[src/rtl/watch_pkg.sv]
// Shared calendar constants, time-of-day record and month-length helper
// used by the RTC timekeeper and its bench.
package watch_pkg;

  localparam int unsigned CLK_HZ_DEFAULT = 50_000_000;

  localparam logic [7:0] SEC_MAX   = 8'd59;
  localparam logic [7:0] MIN_MAX   = 8'd59;
  localparam logic [7:0] HOUR_MAX  = 8'd23;
  localparam logic [7:0] MONTH_MAX = 8'd12;
  localparam logic [7:0] YEAR_MAX  = 8'd99;

  typedef struct packed {
    logic [7:0] year;
    logic [7:0] month;
    logic [7:0] day;
    logic [7:0] hour;
    logic [7:0] minute;
    logic [7:0] second;
  } rtc_time_t;

  localparam rtc_time_t RESET_TIME = '{year: 8'd0, month: 8'd1, day: 8'd1,
                                       hour: 8'd0, minute: 8'd0, second: 8'd0};

  // Every year divisible by 4 is a leap year within 2000..2099.
  function automatic logic [7:0] days_in_month(input logic [7:0] month,
                                               input logic [7:0] year);
    logic [7:0] days;
    case (month)
      8'd2:                     days = (year[1:0] == 2'b00) ? 8'd29 : 8'd28;
      8'd4, 8'd6, 8'd9, 8'd11:  days = 8'd30;
      default:                  days = 8'd31;
    endcase
    return days;
  endfunction

endpackage

[src/rtl/rtc_timekeeper_if.sv]
// Load/readout bundle of the RTC timekeeper: set strobe with load values,
// registered calendar fields and status pulses.
interface rtc_timekeeper_if;
  logic       set_en;
  logic [7:0] set_year;
  logic [7:0] set_month;
  logic [7:0] set_day;
  logic [7:0] set_hour;
  logic [7:0] set_minute;
  logic [7:0] set_second;

  logic [7:0] year;
  logic [7:0] month;
  logic [7:0] day;
  logic [7:0] hour;
  logic [7:0] minute;
  logic [7:0] second;
  logic       tick;
  logic       set_err;

  modport master (
    output set_en, set_year, set_month, set_day, set_hour, set_minute, set_second,
    input  year, month, day, hour, minute, second, tick, set_err
  );

  modport slave (
    input  set_en, set_year, set_month, set_day, set_hour, set_minute, set_second,
    output year, month, day, hour, minute, second, tick, set_err
  );
endinterface

[src/rtl/rtc_prescaler.sv]
// Divides clk down to one-second steps: counts 0..CLK_HZ-1 and flags the
// wrapping cycle; clr restarts the count and suppresses that cycle's flag.
module rtc_prescaler #(
  parameter int unsigned CLK_HZ = watch_pkg::CLK_HZ_DEFAULT
) (
  input  logic clk,
  input  logic rst,
  input  logic clr,
  output logic tick
);

  localparam int unsigned CNT_W = (CLK_HZ > 1) ? $clog2(CLK_HZ) : 1;
  localparam logic [CNT_W-1:0] CNT_LAST = CNT_W'(CLK_HZ - 1);

  logic [CNT_W-1:0] cnt_q, cnt_d;
  logic             wrap;

  // NOTE: every combinational output gets a default first so no path can infer a latch.
  always_comb begin
    wrap  = (cnt_q == CNT_LAST);
    cnt_d = wrap ? '0 : cnt_q + 1'b1;
    tick  = wrap;
    if (clr) begin
      cnt_d = '0;
      tick  = 1'b0;
    end
  end

  // NOTE: state registers use non-blocking assignments so all flops update together.
  always_ff @(posedge clk) begin
    if (rst) cnt_q <= '0;
    else     cnt_q <= cnt_d;
  end

endmodule

[src/rtl/rtc_timekeeper.sv]
// Calendar clock 2000..2099: validated one-shot loads, one-second advance
// through a second/minute/hour/day/month/year carry cascade.
module rtc_timekeeper
  import watch_pkg::*;
#(
  parameter int unsigned CLK_HZ = CLK_HZ_DEFAULT
) (
  input logic             clk,
  input logic             rst,
  rtc_timekeeper_if.slave bus
);

  rtc_time_t  time_q, time_d;
  rtc_time_t  set_val;
  logic       tick_q, tick_d;
  logic       set_err_q, set_err_d;
  logic [7:0] set_days, cur_days;
  logic       set_valid, load, adv;

  assign set_val  = '{year: bus.set_year, month: bus.set_month, day: bus.set_day,
                      hour: bus.set_hour, minute: bus.set_minute, second: bus.set_second};
  assign set_days = days_in_month(bus.set_month, bus.set_year);
  assign cur_days = days_in_month(time_q.month, time_q.year);

  assign set_valid = (set_val.year <= YEAR_MAX) &&
                     (set_val.month >= 8'd1) && (set_val.month <= MONTH_MAX) &&
                     (set_val.day >= 8'd1) && (set_val.day <= set_days) &&
                     (set_val.hour <= HOUR_MAX) &&
                     (set_val.minute <= MIN_MAX) &&
                     (set_val.second <= SEC_MAX);

  // A rejected load must not disturb the running second, so only valid loads clear.
  assign load = bus.set_en && set_valid;

  rtc_prescaler #(.CLK_HZ(CLK_HZ)) u_prescaler (
    .clk  (clk),
    .rst  (rst),
    .clr  (load),
    .tick (adv)
  );

  always_comb begin
    time_d    = time_q;
    tick_d    = adv;
    set_err_d = bus.set_en && !set_valid;
    if (load) begin
      time_d = set_val;
    end else if (adv) begin
      if (time_q.second != SEC_MAX) begin
        time_d.second = time_q.second + 8'd1;
      end else begin
        time_d.second = 8'd0;
        if (time_q.minute != MIN_MAX) begin
          time_d.minute = time_q.minute + 8'd1;
        end else begin
          time_d.minute = 8'd0;
          if (time_q.hour != HOUR_MAX) begin
            time_d.hour = time_q.hour + 8'd1;
          end else begin
            time_d.hour = 8'd0;
            if (time_q.day != cur_days) begin
              time_d.day = time_q.day + 8'd1;
            end else begin
              time_d.day = 8'd1;
              if (time_q.month != MONTH_MAX) begin
                time_d.month = time_q.month + 8'd1;
              end else begin
                time_d.month = 8'd1;
                time_d.year  = (time_q.year == YEAR_MAX) ? 8'd0 : time_q.year + 8'd1;
              end
            end
          end
        end
      end
    end
  end

  always_ff @(posedge clk) begin
    if (rst) begin
      time_q    <= RESET_TIME;
      tick_q    <= 1'b0;
      set_err_q <= 1'b0;
    end else begin
      time_q    <= time_d;
      tick_q    <= tick_d;
      set_err_q <= set_err_d;
    end
  end

  assign bus.year    = time_q.year;
  assign bus.month   = time_q.month;
  assign bus.day     = time_q.day;
  assign bus.hour    = time_q.hour;
  assign bus.minute  = time_q.minute;
  assign bus.second  = time_q.second;
  assign bus.tick    = tick_q;
  assign bus.set_err = set_err_q;

endmodule

[src/flat_wrapper.sv]
// flat-port wrapper written by rule: the top's interface ports become plain ports
module rtc_timekeeper_flat import watch_pkg::*;
#(
  parameter int unsigned CLK_HZ = CLK_HZ_DEFAULT
)
  (clk, rst, bus_set_en, bus_set_year, bus_set_month, bus_set_day, bus_set_hour, bus_set_minute, bus_set_second, bus_year, bus_month, bus_day, bus_hour, bus_minute, bus_second, bus_tick, bus_set_err);
  rtc_timekeeper_if bus_i ();
  input logic clk;
  input logic rst;
  input wire logic [$bits(bus_i.set_en)-1:0] bus_set_en;
  input wire logic [$bits(bus_i.set_year)-1:0] bus_set_year;
  input wire logic [$bits(bus_i.set_month)-1:0] bus_set_month;
  input wire logic [$bits(bus_i.set_day)-1:0] bus_set_day;
  input wire logic [$bits(bus_i.set_hour)-1:0] bus_set_hour;
  input wire logic [$bits(bus_i.set_minute)-1:0] bus_set_minute;
  input wire logic [$bits(bus_i.set_second)-1:0] bus_set_second;
  output wire logic [$bits(bus_i.year)-1:0] bus_year;
  output wire logic [$bits(bus_i.month)-1:0] bus_month;
  output wire logic [$bits(bus_i.day)-1:0] bus_day;
  output wire logic [$bits(bus_i.hour)-1:0] bus_hour;
  output wire logic [$bits(bus_i.minute)-1:0] bus_minute;
  output wire logic [$bits(bus_i.second)-1:0] bus_second;
  output wire logic [$bits(bus_i.tick)-1:0] bus_tick;
  output wire logic [$bits(bus_i.set_err)-1:0] bus_set_err;
  assign bus_i.set_en = bus_set_en;
  assign bus_i.set_year = bus_set_year;
  assign bus_i.set_month = bus_set_month;
  assign bus_i.set_day = bus_set_day;
  assign bus_i.set_hour = bus_set_hour;
  assign bus_i.set_minute = bus_set_minute;
  assign bus_i.set_second = bus_set_second;
  assign bus_year = bus_i.year;
  assign bus_month = bus_i.month;
  assign bus_day = bus_i.day;
  assign bus_hour = bus_i.hour;
  assign bus_minute = bus_i.minute;
  assign bus_second = bus_i.second;
  assign bus_tick = bus_i.tick;
  assign bus_set_err = bus_i.set_err;
  rtc_timekeeper #(.CLK_HZ(CLK_HZ)) u_core (.clk(clk), .rst(rst), .bus(bus_i));
endmodule
[config.mk]
export PLATFORM = sky130hd
export DESIGN_NAME = rtc_timekeeper_flat
export DESIGN_NICKNAME = d
export VERILOG_FILES = /design/src/rtl/watch_pkg.sv /design/src/rtl/rtc_timekeeper_if.sv /design/src/rtl/rtc_prescaler.sv /design/src/rtl/rtc_timekeeper.sv /design/src/flat_wrapper.sv
export SDC_FILE = /design/constraint.sdc
export NUM_CORES = 1
export LEC_CHECK = 0
export BUFFER_PORTS_ARGS = -buffer_cell sky130_fd_sc_hd__buf_4
export CORE_MARGIN = 8
export CORE_UTILIZATION = 55
export CTS_CLUSTER_DIAMETER = 200
export CTS_CLUSTER_SIZE = 24
export DETAILED_ROUTE_END_ITERATION = 6
export PLACE_DENSITY = 0.81
export SYNTH_ARGS = -nofsm -noshare
export SYNTH_HDL_FRONTEND = slang
export SYNTH_HIERARCHICAL = 1
export SYNTH_SLANG_ARGS = --single-unit
export TNS_END_PERCENT = 20
[constraint.sdc]
create_clock -name clk -period 4.8 [get_ports clk]
set_input_delay 0 -clock clk [delete_from_list [all_inputs] [get_ports clk]]
set_output_delay 0 -clock clk [all_outputs]
set_load 0.005 [all_outputs]
==> key figures <==
Outcome
  • Status: finished, final reports clean

Setup path
  • Critical path class: in -> reg
  • Bufs and invs on worst path: 3
  • Crit. End Element: register
  • Slowest stage delay, CP: 0.55 ns
  • Crit path DAT: 4.54 ns
  • CP Cell Sequence: dlygate4sd3_1 > buf_4 > nor2_1 > o21ai_0 > o21ai_0 > nand2_1 > ha_1 > a21oi_1 > a21oi_1 > and3b_1 > and2_1 > nor3_1 > buf_4 > and4_1 > and4_1 > nand3_4 > a31oi_4 > nand4_1 > or3_1 > a21oi_2
  • Critical path data required time: 5.07 ns
  • FF-to-FF setup slack: 1.09 ns
  • Critical-path maximum fanout: 14
  • Worst path slowest cell: dlygate4sd3_1
  • CP delay by family, top: simple AND/OR/NAND/NOR gates
  • CP startpoint kind: input port

Yosys
  • Compound-gate portion of the synthesized area: 17.2%
  • Top_reg_cell synth: dfxtp_1
  • Multiplexer share of the synthesized area: 0.918%
  • Syn avg cell area: 7.93 sq um
  • Syn Nets: 631
  • EDFF count, synth: 0
  • Adder-Cell Fraction of Synth Area: 3.62%
  • Post-synth ARST share: 0%
  • Dominant combinational cell family by area after synthesis: simple AND/OR/NAND/NOR gates
  • Cells after Synth: 567
  • Synth Area in XOR/XNOR: 5.46%
  • Mapped Area: 4500 sq um
  • Unique cell type count in the Yosys netlist: 68
  • Cell taking the most area after synthesis: dfxtp_1
  • Synth area leaders: dfxtp_1 (34%), nor2_1 (6.2%), nand2_1 (4.3%)
  • Synth top area share: 33.8%
  • Synth Area in Simple Gates: 34.9%
  • FF+latch count, synth: 76
  • Seq/Total Area, Yosys: 33.8%
  • Ys Warns: 6

Detailed routing
  • Drt drc: 0
  • 1st-iter DRT viols: 365
  • Via count: 4,783
  • Drt first pass iters: 5
  • WL final: 13,200 um
  • Average vias per placed instance: 6.01
  • Final ANT Viol Nets: 0
  • Post-DR wirelength/cell: 16.5 um

Die
  • Initial Utilization: 55.8%
  • Die height: 106 um
  • Die X: 106 um
  • IO Pins: 101
  • Die footprint: 11,300 sq um
  • CORE AREA: 8050 sq um
  • FP Rows: 33

Job
  • Max Cap Viol: 0

Timing
  • Fmax achieved: 0.234 GHz
  • Setup TNS: 0 ns
  • Final hold vios: 0
  • Rel. slew slack: 30.3%
  • Slew @ Worst Pin: 1.05 ns
  • Crit path time final: 4.26 ns
  • RSZ-0062 raised after global routing: false
  • Slew Viols, Final: 0
  • Final setup vio count: 0
  • Clock skew: 0.0105 ns
  • Final critical-path share of the clock period: 88.8%

Global routing
  • First-pass GRT wire length: 21,600 um
  • Gr usage total: 22.8%
  • Vias in the first global route: 4,615
  • GRT Residual Overflow: 0
  • Initial antenna violation count: 0
  • Largest net degree at the start of global routing: 38

Placed design
  • Post-DP HPWL: 9300 um
  • Port bufs: 100
  • Final GP Congestion: 0.890
  • Placed cell area: 5270 sq um

Clock tree
  • Clock Latency Late Sink: 0.34 ns
  • CTS tree: done
  • Clk sink count: 76
  • Clock tree buffer depth: 2
  • Root buffer cell: clkbuf_8
  • Reg clk slew, reported paths: 0.08 ns
  • Clock H-tree levels: 3
  • Setup Fix Bufs, Post-CTS: 0
  • CTS buffer count: 9

Final layout
  • Area Growth Syn to Fin: 29.3%
  • Diode count: 0
  • Share of cells above drive strength 1: 20.4%
  • Nets: 750
  • Design area: 5810 sq um

Power
  • Power Density: 213 nW/um^2
  • Maximum vdd ir drop: 0.211 mV
  • Leak: 0.00224 uW

Min path
  • HP Class: in -> reg
==> worst paths after layout <==
path                                 end                          from  cells after the start
max                  u_core/bus.month[4]              bus_set_month[3]                     20
min                  u_core/bus.month[2]              bus_set_month[2]                      3
max reg2reg          u_core/bus.month[4]  u_core/u_prescaler/cnt_q[19]                     11
min reg2reg  u_core/u_prescaler/cnt_q[0]   u_core/u_prescaler/cnt_q[0]                      1
==> report_power, final <==
| group | switching [uW] | internal (uW) |
|---|---|---|
| clock | 244 | 270 |
| combinational | 37.8 | 51.6 |
| sequential | 3.08 | 632 |
| total | 285 | 954 |
==> cells in the mapped netlist, types with 3 or more instances <==
cell	number
o21bai_1	3
or4_1	7
nor2b_1	6
a21oi_1	27
clkbuf_1	15
a21o_1	4
nor4_1	13
o31a_1	3
xnor2_1	21
buf_2	8
dfxtp_1	76
ha_1	13
nor3_1	28
and2_1	6
and4_1	4
o311ai_0	3
a31oi_1	4
mux2i_1	3
o21ai_1	7
nand4_1	17
o31ai_1	4
inv_1	15
nor3b_1	7
nand3b_1	5
a211oi_1	16
nor2_1	74
nand3_1	26
o21ai_0	21
o41ai_1	3
or3_1	7
xor2_1	7
and3_1	12
o211ai_1	4
nand2_1	52
==> sequential cells by signal, summed over array words and instances, names as in the netlist <==
name	cells
u_core/bus.tick	1
u_core/u_prescaler/cnt_q	26
u_core/bus.month	8
u_core/bus.second	8
u_core/bus.day	8
u_core/bus.hour	8
u_core/bus.set_err	1
u_core/bus.year	8
u_core/bus.minute	8
==> cells by family (layout without fill, tap and decap cells) <==
logic type                 after synthesis  after routing
muxes                                    4              4
and+or+nand+nor                        288            288
DFF                                     76             76
AOI/OAI and AO/OA                      116            116
buffers and inverters                   42            166
xor gates and xnor gates                28             28
adders and majority gates               13             13
==> per-layer routing <==
layer	track usage, %	share of wire (%)
met1	27.1	40
met2	40.5	52
met3	4.54	7.0
met4	6.63	1.4
met5	0	0
==> layout by cell type (no fill, tap or decap), drive strengths merged, types with 5 or more instances in the layout <==
cell           n
dfxtp         76
nand3b         5
o21ai         28
nand4         19
nor3b          8
buf          102
dlygate4sd3   33
a21o           5
and4           6
xnor2         21
nand3         27
ha            13
and2           7
a21oi         29
a211oi        16
xor2           7
nand2         53
clkbuf        11
inv           16
a31oi          5
nor4          14
or3            7
nor2          74
nor2b          6
and3          12
or4            7
nor3          28
==> area by class of cell <==
type,count,area (sq um)
inverter,15,56.3
clock buffer,11,151
sequential,76,1520
clock inverter,5,58.8
tap,105,131
multi-input combinational,449,2800
timing repair buffer,135,1100
fill,637,2240
==> worst min-delay path: cells and delay by family <==
family | cells | cell delay [ns]
AO/OA/AOI/OAI | 1 | 0.06
buffers and inverters | 1 | 0.14
AND/OR/NAND/NOR | 1 | 0.11
==> per-stage QoR <==
stage	setup slack [ns]	power [uW]	hold WS (ns)	util (%)	instances
after global routing	0.189	1290	0.0152	72.2	796
after global placement	0.615	714	0.231	65.5	747
after detailed placement	0.509	716	0.237	65.5	747
final	0.535	1240	0.0197	72.2	796
after floorplan	1.34	671	0.0768	-	567
after CTS	0.627	1250	0.00421	72.2	796
==> what timing repair did <==
| item | CTS | global route |
|---|---|---|
| endpoints found under the hold margin | 33 | 0 |
| hold buffers | 33 | 0 |
| resized for setup | 0 | 0 |
Power figures use the tool's default switching activity.
